<file path="src/rtl/gate_sensor_conditioner_if.sv">
// gate_sensor_conditioner_if: raw gate switches in, clean levels/events/stuck flags out
interface gate_sensor_conditioner_if;
  logic gate_in_raw;
  logic gate_out_raw;
  logic gate_in_level;
  logic gate_out_level;
  logic car_in_pulse;
  logic car_out_pulse;
  logic in_stuck;
  logic out_stuck;
  modport master (
    output gate_in_raw, gate_out_raw,
    input  gate_in_level, gate_out_level, car_in_pulse, car_out_pulse, in_stuck, out_stuck
  );
  modport slave (
    input  gate_in_raw, gate_out_raw,
    output gate_in_level, gate_out_level, car_in_pulse, car_out_pulse, in_stuck, out_stuck
  );
endinterface

</file>
<file path="src/rtl/gate_sensor_conditioner.sv">
// gate_sensor_conditioner: sync, debounce and passage detection for entry/exit gate switches
module gate_sensor_conditioner #(
  parameter int DEBOUNCE_CYCLES = 4,
  parameter int STUCK_CYCLES    = 64
) (
  input logic                       clk_2,
  input logic                       reset,
  gate_sensor_conditioner_if.slave  bus
);
  localparam int DW = ($clog2(DEBOUNCE_CYCLES) > 0) ? $clog2(DEBOUNCE_CYCLES) : 1;
  localparam int OW = $clog2(STUCK_CYCLES) + 1;
  localparam logic [DW-1:0] DEB_MAX   = DW'(DEBOUNCE_CYCLES - 1);
  localparam logic [OW-1:0] STUCK_MAX = OW'(STUCK_CYCLES - 1);
  typedef enum logic [1:0] {CLOSED, OPEN, STUCK} state_t;
  logic [1:0] raw_v;
  assign raw_v = {bus.gate_out_raw, bus.gate_in_raw};
  for (genvar g = 0; g < 2; g++) begin : ch
    logic s1, s2, lvl, rise, pulse, stuck;
    logic [DW-1:0] deb;
    logic [OW-1:0] cnt;
    state_t st, st_n;
    assign rise = s2 && !lvl && deb == DEB_MAX;
    // CLOSED also opens on a level already high, so a rise that lands while closing is not lost
    always_comb begin
      st_n = st;
      st_n = (st == CLOSED) ? ((rise || lvl) ? OPEN : CLOSED) :
             !lvl ? CLOSED :
             (st == OPEN && cnt == STUCK_MAX) ? STUCK : st;
    end
    always_ff @(posedge clk_2 or negedge reset) begin
      if (!reset) begin
        s1    <= 1'b0;
        s2    <= 1'b0;
        lvl   <= 1'b0;
        deb   <= '0;
        cnt   <= '0;
        st    <= CLOSED;
        pulse <= 1'b0;
        stuck <= 1'b0;
      end else begin
        s1    <= raw_v[g];
        s2    <= s1;
        deb   <= (s2 == lvl || deb == DEB_MAX) ? '0 : deb + 1'b1;
        lvl   <= (s2 != lvl && deb == DEB_MAX) ? s2 : lvl;
        cnt   <= (st != OPEN) ? '0 : (&cnt ? cnt : cnt + 1'b1);
        st    <= st_n;
        pulse <= st == OPEN && !lvl;
        stuck <= st_n == STUCK;
      end
    end
  end
  assign bus.gate_in_level  = ch[0].lvl;
  assign bus.gate_out_level = ch[1].lvl;
  assign bus.car_in_pulse   = ch[0].pulse;
  assign bus.car_out_pulse  = ch[1].pulse;
  assign bus.in_stuck       = ch[0].stuck;
  assign bus.out_stuck      = ch[1].stuck;
endmodule

</file>
<file path="src/flat_wrapper.sv">
// flat-port wrapper written by rule: the top's interface ports become plain ports
module gate_sensor_conditioner_flat 
#(
  parameter int DEBOUNCE_CYCLES = 4,
  parameter int STUCK_CYCLES    = 64
)
  (clk_2, reset, bus_gate_in_raw, bus_gate_out_raw, bus_gate_in_level, bus_gate_out_level, bus_car_in_pulse, bus_car_out_pulse, bus_in_stuck, bus_out_stuck);
  gate_sensor_conditioner_if bus_i ();
  input logic clk_2;
  input logic reset;
  input wire logic [$bits(bus_i.gate_in_raw)-1:0] bus_gate_in_raw;
  input wire logic [$bits(bus_i.gate_out_raw)-1:0] bus_gate_out_raw;
  output wire logic [$bits(bus_i.gate_in_level)-1:0] bus_gate_in_level;
  output wire logic [$bits(bus_i.gate_out_level)-1:0] bus_gate_out_level;
  output wire logic [$bits(bus_i.car_in_pulse)-1:0] bus_car_in_pulse;
  output wire logic [$bits(bus_i.car_out_pulse)-1:0] bus_car_out_pulse;
  output wire logic [$bits(bus_i.in_stuck)-1:0] bus_in_stuck;
  output wire logic [$bits(bus_i.out_stuck)-1:0] bus_out_stuck;
  assign bus_i.gate_in_raw = bus_gate_in_raw;
  assign bus_i.gate_out_raw = bus_gate_out_raw;
  assign bus_gate_in_level = bus_i.gate_in_level;
  assign bus_gate_out_level = bus_i.gate_out_level;
  assign bus_car_in_pulse = bus_i.car_in_pulse;
  assign bus_car_out_pulse = bus_i.car_out_pulse;
  assign bus_in_stuck = bus_i.in_stuck;
  assign bus_out_stuck = bus_i.out_stuck;
  gate_sensor_conditioner #(.DEBOUNCE_CYCLES(DEBOUNCE_CYCLES), .STUCK_CYCLES(STUCK_CYCLES)) u_core (.clk_2(clk_2), .reset(reset), .bus(bus_i));
endmodule
</file>
<file path="config.mk">
export PLATFORM = sky130hd
export DESIGN_NAME = gate_sensor_conditioner_flat
export DESIGN_NICKNAME = d
export VERILOG_FILES = /design/src/rtl/gate_sensor_conditioner_if.sv /design/src/rtl/gate_sensor_conditioner.sv /design/src/flat_wrapper.sv
export SDC_FILE = /design/constraint.sdc
export NUM_CORES = 1
export LEC_CHECK = 0
export ABC_AREA = 1
export BUFFER_PORTS_ARGS = -buffer_cell sky130_fd_sc_hd__buf_2
export CAP_MARGIN = 0
export CELL_PAD_IN_SITES_DETAIL_PLACEMENT = 1
export CELL_PAD_IN_SITES_GLOBAL_PLACEMENT = 2
export CORE_AREA = 2 2 67 69
export DETAILED_ROUTE_END_ITERATION = 8
export DIE_AREA = 0 0 69 71
export MAX_ROUTING_LAYER = met4
export PLACE_DENSITY = 0.7
export SYNTH_ARGS = -nofsm -noshare
export SYNTH_HDL_FRONTEND = slang
export SYNTH_SLANG_ARGS = --single-unit
export TNS_END_PERCENT = 20
</file>
<file path="constraint.sdc">
create_clock -name clk_2 -period 1.4 [get_ports clk_2]
set_input_delay 0 -clock clk_2 [delete_from_list [all_inputs] [get_ports clk_2]]
set_output_delay 0 -clock clk_2 [all_outputs]
set_load 0.01 [all_outputs]
</file>
==> impl_results.md, run 1 <==
- Sinks on the clock net: 32
- Power density over the cells: 1660 nW/um^2
- Die width: 69 um
- Fraction of the mapped netlist area in simple logic gates: 0.301
- Synthesized-area fraction occupied by ao, oa, aoi and oai cells: 0.0505
- Worst-case clock buffer depth: 2
- Number of DRC violations after detailed routing: 0
- Met1 track demand over resource: 0.149
- Post-synthesis cell type with the largest combined area: sky130_fd_sc_hd__dfrtp_1
- Synth cell types: 21
- Proportion of synthesized chip area in sequential cells: 0.548
- Net total in the final layout: about 190
- Dominant combinational cell family by area after synthesis: simple AND/OR/NAND/NOR gates
- RePlAce Congestion: 0.821
- Final std cells w/o fill: ~230
- Clock network latency to the later pin of the worst-skew pair: 280 ps
- Clk pin slew, worst setup/hold paths: 70 ps
- Number of placed I/O pins: 10
- Met2 Usage GRT: 0.244
- Clock period minus final worst setup slack: ~1300 ps
- Per-instance average area after synthesis: 9.13 um^2
- Detailed Route WL: 2790 um
- Data required time of the critical path: 1580 ps
- Fraction of layout instances using a drive strength above 1: 0.214
- Synth Instances: 160
- Post-synthesis share of cell area spent on full adders, half adders and majority gates: 0.0514
- Critical register-to-register path startpoint: u_core.ch[0].cnt[0]$_DFFE_PN0P_
- Remaining number of nets flagged by the antenna check after routing: 0
- Final hold violation count: 0
- Std-Cell Rows: 24
- Power Total: 2.89 mW
- Outcome: complete, no violations
- Routed wire per std cell: 11.9 um
- Kind of critical path: flip-flop to flip-flop
- Die height: 71 um
- Via count of the first global-routing pass: between 1000 and 1500
- Via total after detailed routing: 1105
- Max cap viols: 0
- Leading cell types by total area after synthesis: sky130_fd_sc_hd__dfrtp_1 (55%), sky130_fd_sc_hd__nand2_1 (9.8%), sky130_fd_sc_hd__nand3_1 (6.5%)
- Wire length of the first global-routing pass: 5250 um
- Number of cells after detailed placement: 222
- IR Drop Worst-Case VDD: 0.932 mV
- Period utilisation layout: 0.909
- FF+latch count, synth: 32
- Share of synthesized area spent on multiplexers: 0
- Critical path arrival: 1450 ps
- Core ar.: 4200 um^2
- Layout Area Growth over Synthesis: 19.3%
- Worst hold-check path type: primary input to asynchronous set/reset pin
- Peak clock frequency supported by timing: 786 MHz
- Post-synthesis instance area: 1460 um^2
- Nets in the synthesized netlist: 170
- Worst Tran Pin Value: 246 ps
- Number of max-slew violations in the final report: 0
- CTS H-tree depth: 2
- Floorplan die area: between 4000 and 5000 um^2
- Count of yosys warnings during synthesis: 0
- Most frequently used flop master after synthesis: sky130_fd_sc_hd__dfrtp_1
- Post-Synth XOR/XNOR Area: 0
- Reported leakage power: around 0.88 nW
- Hold slack final: around 190 ps
- Max FO, Critical Path: 4
- Detailed-routing iteration count for the pre-antenna-repair pass: 4
- Antenna violations before repair: 0
- Startpoint class of the critical path: flip-flop
- Leading cell types by count after synthesis: sky130_fd_sc_hd__nand2_1 (38), sky130_fd_sc_hd__dfrtp_1 (32), sky130_fd_sc_hd__nand3_1 (19)
- Clock tree from TritonCTS: built
- Inserted Clock Buffers: 5
- Aggregate global routing overflow: 0
- Via density per instance: 4.72
- Worst setup path start: u_core.ch[0].cnt[0]$_DFFE_PN0P_
- Final setup violation count: 0
- Worst Setup End Kind: flip-flop
- Met3 demand-to-capacity share in global routing: 0.0328
- Root cell of the clock tree: sky130_fd_sc_hd__clkbuf_8
- Worst relative slew slack: 0.836
- Share of synthesized registers carrying an async set or reset: 1.00
- Detailed Route Iter0 Violations: 53
- Finished Core Util: 0.415
- Initial cell density of the core: 0.348
- IO buf count: 9
- Most instantiated library cell after synthesis: sky130_fd_sc_hd__nand2_1
- Maximum number of pins on one net before global-route repair: 33
- Routing layer with the top usage in global route: met2
- HPWL Detailed: just over 2000 um
- Diodes inserted: 0
- Top-area cell type share of the netlist area: 0.548
- Total Routing Usage GR: 0.140
- Post-route clock skew: 3.51 ps
- Post-synth EDFFs: 0
metal layers:
metal	wire (um)	part of all wire	vias to the layer above
li1	-	-	556
met1	1240	0.44	532
met2	1420	0.51	11
met3	80	0.029	6
met4	57	0.020	0
met5	0	0	-
power by group:
group          leakage, nW  internal [mW]  switching, mW
Clock               0.0541          0.526          0.348
Sequential           0.419           1.11          0.146
Combinational        0.411          0.297          0.461
placed cells by master, fill, tap and decap left out, drive strengths merged:
| cell type | n |
|---|---|
| nand2 | 42 |
| dfrtp | 32 |
| nor2 | 22 |
| nand3 | 21 |
| inv | 19 |
| buf | 11 |
| ha | 6 |
| a21oi | 5 |
| clkbuf | 5 |
| dlygate4sd3 | 3 |
| o21ai | 3 |
| nor3 | 2 |
| nor3b | 2 |
| a31oi | 2 |
| o21bai | 1 |
| or2 | 1 |
| o211a | 1 |
| nand4 | 1 |
| clkinv | 1 |
| bufinv | 1 |
| clkinvlp | 1 |
cell type report:
| cell class | count | area [um^2] |
|---|---|---|
| Sequential cell | 32 | 801 |
| Clock buffer | 5 | 68.8 |
| Tap cell | 52 | 65.1 |
| Inverter | 19 | 71.3 |
| Clock inverter | 3 | 42.5 |
| Timing Repair Buffer | 14 | 103 |
| Fill cell | 504 | 2460 |
| Multi-Input combinational cell | 109 | 592 |
worst paths after layout:
| path | to | slack, ps | cells after the start |
|---|---|---|---|
| worst max-delay path | u_core.ch[0].cnt[1]$_DFFE_PN0P_ | 130 | 6 |
| worst min-delay path | u_core.ch[1].st[1]$_DFF_PN0_ | 190 | 3 |
| worst max register to register | u_core.ch[0].cnt[1]$_DFFE_PN0P_ | 130 | 6 |
| worst min register to register | u_core.ch[0].s2$_DFF_PN0_ | 350 | 0 |
| max in group asynchronous | u_core.ch[0].st[0]$_DFF_PN0_ | 1040 | 3 |
| min in group clk_2 | u_core.ch[0].s2$_DFF_PN0_ | 350 | 0 |
sequential cells by signal, summed over array words and instances (netlist names):
| signal | cells |
|---|---|
| u_core.bus.gate_out_level | 1 |
| u_core.bus.car_in_pulse | 1 |
| u_core.ch.cnt | 14 |
| u_core.bus.out_stuck | 1 |
| u_core.ch.s2 | 2 |
| u_core.bus.gate_in_level | 1 |
| u_core.ch.deb | 4 |
| u_core.ch.s1 | 2 |
| u_core.bus.in_stuck | 1 |
| u_core.ch.st | 4 |
| u_core.bus.car_out_pulse | 1 |
worst max-delay path, cell delays in order (launching register included):
cell and delay [ps]:
sky130_fd_sc_hd__dfrtp_1 400, sky130_fd_sc_hd__ha_2 220, sky130_fd_sc_hd__nand3_2 130, sky130_fd_sc_hd__nor2_4 150, sky130_fd_sc_hd__nand2_1 130, sky130_fd_sc_hd__nand3_1 90
sky130_fd_sc_hd__nand2_1 50
repair_timing:
item / CTS / global route
resized for setup: 0 / 1
buffers inserted: 0 / 1
hold buffers: 3 / 0
endpoints found under the hold margin: 34 / 0
endpoints found under the setup margin: 0 / 2
through the flow:
step           setup TNS [ps]  worst slack, ps  instance area (um^2)
3_5_place_dp                0             97.4                  1590
6_report                    0              127                  1740
4_1_cts                     0             69.1                  1730
5_1_grt                 -1.51            -1.51                  1740
3_3_place_gp                0              107                  1590
2_1_floorplan               0              241                  1460
logic make-up after synthesis:
group                      Yosys count
DFF                                 32
and+or+nand+nor                     91
adders and majority gates            6
AOI/OAI and AO/OA                   12
buffers and inverters               19
(Power assumes the default switching activity.)
==> run 2, diff against run 1 <==
ABC_AREA = unset   (was 1)
CORE_AREA = 2 2 64 66   (was 2 2 67 69)
DIE_AREA = 0 0 66 68   (was 0 0 69 71)
==> run 2 against run 1 <==
Against the previous run:
- flip-flop and latch count unchanged
- final area decreased by 1.7%
- synthesized cell count decreased by 21%
- critical path depth decreased by 2
- non-clock buffer count increased by 8
- largest cell class unchanged
- register-to-register slack got worse by 80 ps
- critical endpoint is now u_core.bus.out_stuck$_DFF_PN0_
- global-route usage increased by 2.9 points
- first-iteration DRC count increased by 47%
- fmax decreased by 6.0%
- highest routed layer unchanged
==> impl_results.md, run 2 <==
- Detailed Route Iter0 Violations: 78 (was 53)
- Synthesized-area fraction occupied by ao, oa, aoi and oai cells: 0.155 (was 0.0505)
- Clock network latency to the later pin of the worst-skew pair: 280 ps (about the same)
- Share of synthesized area spent on multiplexers: 0 (unchanged)
- Post-route clock skew: 5.56 ps (was 3.51 ps)
- Proportion of synthesized chip area in sequential cells: 0.574 (was 0.548)
- Peak clock frequency supported by timing: 738 MHz (was 786 MHz)
- Outcome: complete, no violations (unchanged)
- Diodes inserted: 0 (unchanged)
- Count of yosys warnings during synthesis: 0 (unchanged)
- Critical register-to-register path startpoint: u_core.ch[1].cnt[1]$_DFFE_PN0P_ (was u_core.ch[0].cnt[0]$_DFFE_PN0P_)
- IR Drop Worst-Case VDD: 0.738 mV (was 0.932 mV)
- Final hold violation count: 0 (unchanged)
- Die height: 68 um (was 71 um)
- Period utilisation layout: 0.967 (was 0.909)
- Number of flip-flops under the largest register name: 14 (unchanged)
- Total Routing Usage GR: 0.169 (was 0.140)
- Worst setup path start: u_core.ch[1].cnt[1]$_DFFE_PN0P_ (was u_core.ch[0].cnt[0]$_DFFE_PN0P_)
- Clock tree from TritonCTS: built (unchanged)
- Via density per instance: 5.36 (was 4.72)
- Startpoint class of the critical path: flip-flop (unchanged)
- Final Cell Area: 1710 um^2 (was 1740 um^2)
- Area after DPL: 1560 um^2 (was 1590 um^2)
- Number of DRC violations after detailed routing: 0 (unchanged)
- Top library cells by usage in the layout, fill and taps aside: sky130_fd_sc_hd__dfrtp_1 (32), sky130_fd_sc_hd__a31oi_1 (10), sky130_fd_sc_hd__nor3_1 (10), sky130_fd_sc_hd__buf_4 (10), sky130_fd_sc_hd__buf_2 (9) (was sky130_fd_sc_hd__nand2_1 (38), sky130_fd_sc_hd__dfrtp_1 (32), sky130_fd_sc_hd__nand3_1 (19), sky130_fd_sc_hd__inv_1 (15), sky130_fd_sc_hd__nor2_1 (15))
- Std-Cell Rows: 23 (was 24)
- Most common cell after layout, fill and taps aside: sky130_fd_sc_hd__dfrtp_1 (was sky130_fd_sc_hd__nand2_1)
- Post-synthesis cell type with the largest combined area: sky130_fd_sc_hd__dfrtp_1 (unchanged)
- Worst hold-check path type: primary input to asynchronous set/reset pin (unchanged)
- FF+latch count, synth: 32 (unchanged)
- Most instantiated library cell after synthesis: sky130_fd_sc_hd__dfrtp_1 (was sky130_fd_sc_hd__nand2_1)
- Reg2reg path depth: 4 (was 6)
- Worst Tran Pin Value: 405 ps (was 246 ps)
- Power density over the cells: 1600 nW/um^2 (was 1660 nW/um^2)
- Antenna violations before repair: 0 (unchanged)
- Critical path arrival: 1530 ps (was 1450 ps)
- Top-area cell type share of the netlist area: 0.574 (was 0.548)
- Maximum number of pins on one net before global-route repair: 33 (unchanged)
- Summed negative setup slack over all endpoints: 0 ps (unchanged)
- Worst relative slew slack: 0.730 (was 0.836)
- Detailed Route WL: 3090 um (was 2790 um)
- CTS H-tree depth: 2 (unchanged)
- Worst slack at placement: 17.5 ps (was 97.4 ps)
- Registers with the highest flip-flop counts: u_core.ch.cnt: 14 flops, u_core.ch.deb: 4 flops, u_core.ch.st: 4 flops (unchanged)
- Fill cell count: 454 (was 504)
- Synth Instances: 127 (was 160)
- Layout Area Growth over Synthesis: 22.8% (was 19.3%)
- Leading cell types by total area after synthesis: sky130_fd_sc_hd__dfrtp_1 (57%), sky130_fd_sc_hd__ha_1 (5.4%), sky130_fd_sc_hd__a31oi_1 (4.5%) (was sky130_fd_sc_hd__dfrtp_1 (55%), sky130_fd_sc_hd__nand2_1 (9.8%), sky130_fd_sc_hd__nand3_1 (6.5%))
- Most frequently used flop master after synthesis: sky130_fd_sc_hd__dfrtp_1 (unchanged)
- Share of synthesized registers carrying an async set or reset: 1.00 (unchanged)
- Largest register by flop count: u_core.ch.cnt (unchanged)
- Clk pin slew, worst setup/hold paths: 70 ps (about the same)
- Initial cell density of the core: 0.362 (was 0.348)
- Core ar.: 3860 um^2 (was 4200 um^2)
- Clock period minus final worst setup slack: 1350 ps (was 1270 ps)
- Post-synthesis instance area: 1400 um^2 (was 1460 um^2)
- Number of max-slew violations in the final report: 0 (unchanged)
- Fraction of the mapped netlist area in simple logic gates: 0.190 (was 0.301)
- Fraction of layout instances using a drive strength above 1: 0.237 (was 0.214)
- Reported leakage power: 0.782 nW (was 0.884 nW)
- Post-Synth XOR/XNOR Area: 0 (unchanged)
- Remaining number of nets flagged by the antenna check after routing: 0 (unchanged)
- Final setup violation count: 0 (unchanged)
- Internal reg-to-reg setup slack: 50 ps (was 130 ps)
- Die width: 66 um (was 69 um)
- Max cap viols: 0 (unchanged)
- Hold slack final: 270 ps (was 193 ps)
- Via total after detailed routing: 1105 (unchanged)
- Post-synthesis share of cell area spent on full adders, half adders and majority gates: 0.0538 (was 0.0514)
- Number of placed I/O pins: 10 (unchanged)
- Detailed-routing iteration count for the pre-antenna-repair pass: 4 (unchanged)
- Worst-case clock buffer depth: 2 (unchanged)
- Worst setup margin: 45.8 ps (was 127 ps)
- Worst flop-to-flop path endpoint: u_core.bus.out_stuck$_DFF_PN0_ (was u_core.ch[0].cnt[1]$_DFFE_PN0P_)
- Critical path capture point: u_core.bus.out_stuck$_DFF_PN0_ (was u_core.ch[0].cnt[1]$_DFFE_PN0P_)
- Routed wire per std cell: 15.0 um (was 11.9 um)
- Net total in the final layout: 165 (was 191)
- Nets in the synthesized netlist: 137 (was 170)
- Wire length of the first global-routing pass: 5430 um (was 5250 um)
- IO buf count: 9 (unchanged)
- Kind of critical path: flip-flop to flip-flop (unchanged)
- RSZ-0062 raised after global routing: yes
- Post-synth EDFFs: 0 (unchanged)
- Max FO, Critical Path: 5 (was 4)
- Aggregate global routing overflow: 0 (unchanged)
- Via count of the first global-routing pass: 1174 (was 1206)
- RePlAce Congestion: 0.811 (was 0.821)
- Leading cell types by count after synthesis: sky130_fd_sc_hd__dfrtp_1 (32), sky130_fd_sc_hd__a31oi_1 (10), sky130_fd_sc_hd__nor3_1 (10) (was sky130_fd_sc_hd__nand2_1 (38), sky130_fd_sc_hd__dfrtp_1 (32), sky130_fd_sc_hd__nand3_1 (19))
- Synth cell types: 28 (was 21)
- Dominant combinational cell family by area after synthesis: simple AND/OR/NAND/NOR gates (unchanged)
- Sinks on the clock net: 32 (unchanged)
- Root cell of the clock tree: sky130_fd_sc_hd__clkbuf_8 (unchanged)
- Data required time of the critical path: 1570 ps (was 1580 ps)
- HPWL Detailed: 2140 um (was 2060 um)
- Floorplan die area: 4490 um^2 (was 4900 um^2)
- Worst Setup End Kind: flip-flop (unchanged)
- Inserted Clock Buffers: 5 (unchanged)
- Per-instance average area after synthesis: 11.0 um^2 (was 9.13 um^2)
run 2: cell count changes after synthesis, moves of 5 or more:
cell,delta
sky130_fd_sc_hd__a31oi_1,+8
sky130_fd_sc_hd__inv_1,-7
sky130_fd_sc_hd__nand2_1,-31
sky130_fd_sc_hd__nand3_1,-15
sky130_fd_sc_hd__nor2_1,-10
sky130_fd_sc_hd__nor3_1,+8
sky130_fd_sc_hd__o21ai_0,+5
run 2: stage by stage:
stage,util,instances,power (mW)
global placement,0.404,193,1.94
global route,0.444,206,2.97
detailed placement,0.404,193,1.99
CTS,0.436,204,2.73
floorplan,-,127,1.65
finish,0.444,206,2.74
run 2: cell type report:
class | instances | area [um^2] | share of cell area
Sequential cell | 32 | 801 | 0.467
Inverter | 8 | 30.0 | 0.0175
Tap cell | 50 | 62.6 | 0.0365
Multi-Input combinational cell | 86 | 577 | 0.337
Clock inverter | 2 | 10.0 | 0.00584
Clock buffer | 6 | 82.6 | 0.0482
Timing Repair Buffer | 22 | 150 | 0.0877
run 2: worst max-delay path: stages (launching register included):
cell	delay, ps
sky130_fd_sc_hd__dfrtp_1	410
sky130_fd_sc_hd__ha_2	220
sky130_fd_sc_hd__and3_2	250
sky130_fd_sc_hd__and4b_1	190
sky130_fd_sc_hd__o21a_1	170
run 2: cell families (layout without fill, tap and decap cells):
group	count (synthesis)	in the layout
AND/OR/NAND/NOR	47	47
AO/OA/AOI/OAI	33	33
flip-flops	32	32
buffers and inverters	9	38
adder cells (fa/ha/maj)	6	6
run 2: power breakdown:
group	leakage (nW)	switching, mW	internal [mW]
sequential	0.424	0.108	1.11
combinational	0.308	0.430	0.368
clock	0.0510	0.335	0.392
run 2: worst min path at each step:
stage	depth (start not counted)	slack (ps)	from	end
CTS	3	280	reset	u_core.ch[0].st[1]$_DFF_PN0_
finish	3	270	reset	u_core.ch[1].cnt[5]$_DFFE_PN0P_
global route	3	320	reset	u_core.ch[1].cnt[5]$_DFFE_PN0P_
floorplan	0	-300	reset	u_core.bus.car_in_pulse$_DFF_PN0_
global placement	2	50	reset	u_core.ch[1].cnt[1]$_DFFE_PN0P_
detailed placement	2	50	reset	u_core.ch[1].cnt[0]$_DFFE_PN0P_
run 2: per-layer routing:
| layer | routed length [um] | global-route usage | share of wire | vias to the layer above |
|---|---|---|---|---|
| li1 | - | - | - | 531 |
| met1 | 1490 | 0.209 | 0.48 | 555 |
| met2 | 1460 | 0.265 | 0.47 | 11 |
| met3 | 77 | 0.0345 | 0.025 | 8 |
| met4 | 66 | 0.0842 | 0.021 | 0 |
| met5 | 0 | - | 0 | - |
run 2: what timing repair did:
item | CTS | global route
endpoints found under the setup margin | 2 | 4
pin swaps | 0 | 0
endpoints found under the hold margin | 34 | 0
hold buffers | 3 | 0
resized for setup | 1 | 4
buffers inserted | 0 | 2
==> run 3, diff against run 2 <==
MAX_ROUTING_LAYER = unset   (was met4)
SKIP_CTS_REPAIR_TIMING = 1   (was unset)
==> run 3 against run 2 <==
Against the previous run:
- sequential power is essentially flat
- flip-flop and latch count is the same
- power shrank 0.17%
- combinational power is essentially flat
- via count grew 0.27%
- utilization is the same
- final cell count is the same
- critical path depth is the same
- hold slack gained 4.8 ps
- first-iteration DRC count grew 3.8%
==> impl_results.md, run 3 (synthesis gave the netlist of run 2 again) <==
- Floorplan die area: 4490 um^2 (unchanged)
- Die width: 66 um (unchanged)
- Clock power share: 0.264 (was 0.265)
- Worst Tran Pin Value: 408 ps (was 405 ps)
- Number of max-slew violations in the final report: 0 (unchanged)
- Worst relative slew slack: 0.728 (was 0.730)
- Core ar.: 3860 um^2 (unchanged)
- IR Drop Worst-Case VDD: 0.738 mV (about the same)
- RSZ-0062 raised after global routing: yes (unchanged)
- Worst-case clock buffer depth: 2 (unchanged)
- Detailed-routing iteration count for the pre-antenna-repair pass: 4 (unchanged)
- Internal reg-to-reg setup slack: 50 ps (about the same)
- Std-Cell Rows: 23 (unchanged)
- Post-route clock skew: 5.83 ps (was 5.56 ps)
- Die height: 68 um (unchanged)
- RePlAce Congestion: 0.799 (was 0.811)
- Antenna violations before repair: 0 (unchanged)
- Maximum number of pins on one net before global-route repair: 33 (unchanged)
- Final hold violation count: 0 (unchanged)
- Peak clock frequency supported by timing: 738 MHz (about the same)
- Worst Setup End Kind: flip-flop (unchanged)
- Critical register-to-register path startpoint: u_core.ch[1].cnt[1]$_DFFE_PN0P_ (unchanged)
- Max FO, Critical Path: 5 (unchanged)
- Worst flop-to-flop path endpoint: u_core.bus.out_stuck$_DFF_PN0_ (unchanged)
- Detailed Route WL: 3080 um (was 3090 um)
- Routed wire per std cell: 14.9 um (was 15.0 um)
- Fill cell count: 454 (unchanged)
- Detailed Route Iter0 Violations: 81 (was 78)
- Number of cells after detailed placement: 193 (unchanged)
- Via total after detailed routing: 1108 (was 1105)
- Number of placed I/O pins: 10 (unchanged)
- Kind of critical path: flip-flop to flip-flop (unchanged)
- Sw Ratio: 0.317 (was 0.318)
- Number of flip-flops under the largest register name: 14 (unchanged)
- Reg2reg path depth: 4 (unchanged)
- Clock tree from TritonCTS: built (unchanged)
- Net total in the final layout: 165 (unchanged)
- Layout Area Growth over Synthesis: 22.8% (unchanged)
- IO buf count: 9 (unchanged)
- Critical path arrival: 1520 ps (was 1530 ps)
- Via count of the first global-routing pass: 1143 (was 1174)
- Number of DRC violations after detailed routing: 0 (unchanged)
- Reported leakage power: 0.782 nW (unchanged)
- Total Routing Usage GR: 0.161 (was 0.169)
- Internal power summed over all cells: 1.87 mW (about the same)
- Fraction of layout instances using a drive strength above 1: 0.237 (unchanged)
- CTS H-tree depth: 2 (unchanged)
- Relative contribution of sequential cells to total power: 0.444 (was 0.443)
- Period utilisation layout: 0.967 (about the same)
- Diodes inserted: 0 (unchanged)
- Remaining number of nets flagged by the antenna check after routing: 0 (unchanged)
- Final std cells w/o fill: 206 (unchanged)
- Net Switching: 0.867 mW (was 0.872 mW)
- Inserted Clock Buffers: 5 (unchanged)
- Root cell of the clock tree: sky130_fd_sc_hd__clkbuf_8 (unchanged)
- Share of power burned in combinational logic: 0.292 (was 0.291)
- Wire length of the first global-routing pass: 5340 um (was 5430 um)
- Top library cells by usage in the layout, fill and taps aside: sky130_fd_sc_hd__dfrtp_1 (32), sky130_fd_sc_hd__a31oi_1 (10), sky130_fd_sc_hd__nor3_1 (10), sky130_fd_sc_hd__buf_4 (10), sky130_fd_sc_hd__buf_2 (9) (unchanged)
- Final setup violation count: 0 (unchanged)
- Largest register by flop count: u_core.ch.cnt (unchanged)
- Aggregate global routing overflow: 0 (unchanged)
- HPWL Detailed: 2140 um (unchanged)
- Clock network latency to the later pin of the worst-skew pair: 280 ps (about the same)
- Startpoint class of the critical path: flip-flop (unchanged)
- Max cap viols: 0 (unchanged)
- Most common cell after layout, fill and taps aside: sky130_fd_sc_hd__dfrtp_1 (unchanged)
- Hold slack final: 275 ps (was 270 ps)
- Clk pin slew, worst setup/hold paths: 70 ps (about the same)
- Via density per instance: 5.38 (was 5.36)
- Data required time of the critical path: 1570 ps (about the same)
- Sinks on the clock net: 32 (unchanged)
- Registers with the highest flip-flop counts: u_core.ch.cnt: 14 flops, u_core.ch.deb: 4 flops, u_core.ch.st: 4 flops (unchanged)
- Initial cell density of the core: 0.362 (unchanged)
- Worst hold-check path type: primary input to asynchronous set/reset pin (unchanged)
- Power density over the cells: 1600 nW/um^2 (about the same)
- Clock period minus final worst setup slack: 1350 ps (about the same)
- Outcome: complete, no violations (unchanged)
[run 3: area by class of cell]
type	instances	area (um^2)	area share
tap	50	62.6	0.0365
sequential	32	801	0.467
timing repair buffer	22	150	0.0877
clock inverter	2	10.0	0.00584
multi-input combinational	86	577	0.337
inverter	8	30.0	0.0175
clock buffer	6	82.6	0.0482
[run 3: worst max-delay path by stage]
stage                                                from                             end  slack, ps  cells after the start
after floorplan           u_core.ch[0].cnt[0]$_DFFE_PN0P_   u_core.bus.in_stuck$_DFF_PN0_          8                      5
final                     u_core.ch[1].cnt[1]$_DFFE_PN0P_  u_core.bus.out_stuck$_DFF_PN0_         50                      4
after detailed placement  u_core.ch[1].cnt[1]$_DFFE_PN0P_  u_core.bus.out_stuck$_DFF_PN0_         20                      4
after global placement    u_core.ch[1].cnt[1]$_DFFE_PN0P_  u_core.bus.out_stuck$_DFF_PN0_         60                      4
after CTS                 u_core.ch[1].cnt[1]$_DFFE_PN0P_    u_core.ch[1].st[1]$_DFF_PN0_        -10                      4
after global routing      u_core.ch[1].cnt[1]$_DFFE_PN0P_    u_core.ch[1].st[1]$_DFF_PN0_         -6                      4
[run 3: power by group through the flow]
stage                     Clock (mW)  Sequential, mW  Combinational [mW]
after global routing           0.801            1.24               0.936
after detailed placement           0            1.23               0.754
after floorplan                    0            1.28               0.375
after CTS                      0.753            1.22               0.756
after global placement             0            1.22               0.722
final                          0.722            1.21               0.799
[run 3: layer usage]
metal	wire, um	vias to the layer above	GRT usage
met5	0	-	0
met4	50	0	0.0842
met3	84	5	0.0345
met2	1480	15	0.255
met1	1460	556	0.209
li1	-	532	-
[run 3: critical path, cell delays in order, from the launching register on]
cell                      delay (ps)
sky130_fd_sc_hd__dfrtp_1         410
sky130_fd_sc_hd__ha_2            220
sky130_fd_sc_hd__and3_2          250
sky130_fd_sc_hd__and4b_1         190
sky130_fd_sc_hd__o21a_1          170
[run 3: stage by stage]
stage               TNS (ps)  power (mW)   util  setup slack, ps  instance area [um^2]
floorplan                  0        1.65      -             8.13                  1400
global route           -7.50        2.98  0.444            -6.47                  1710
CTS                    -28.4        2.72  0.428            -14.8                  1650
finish                     0        2.73  0.444             45.5                  1710
global placement           0        1.94  0.404             63.6                  1560
detailed placement         0        1.99  0.404             17.5                  1560
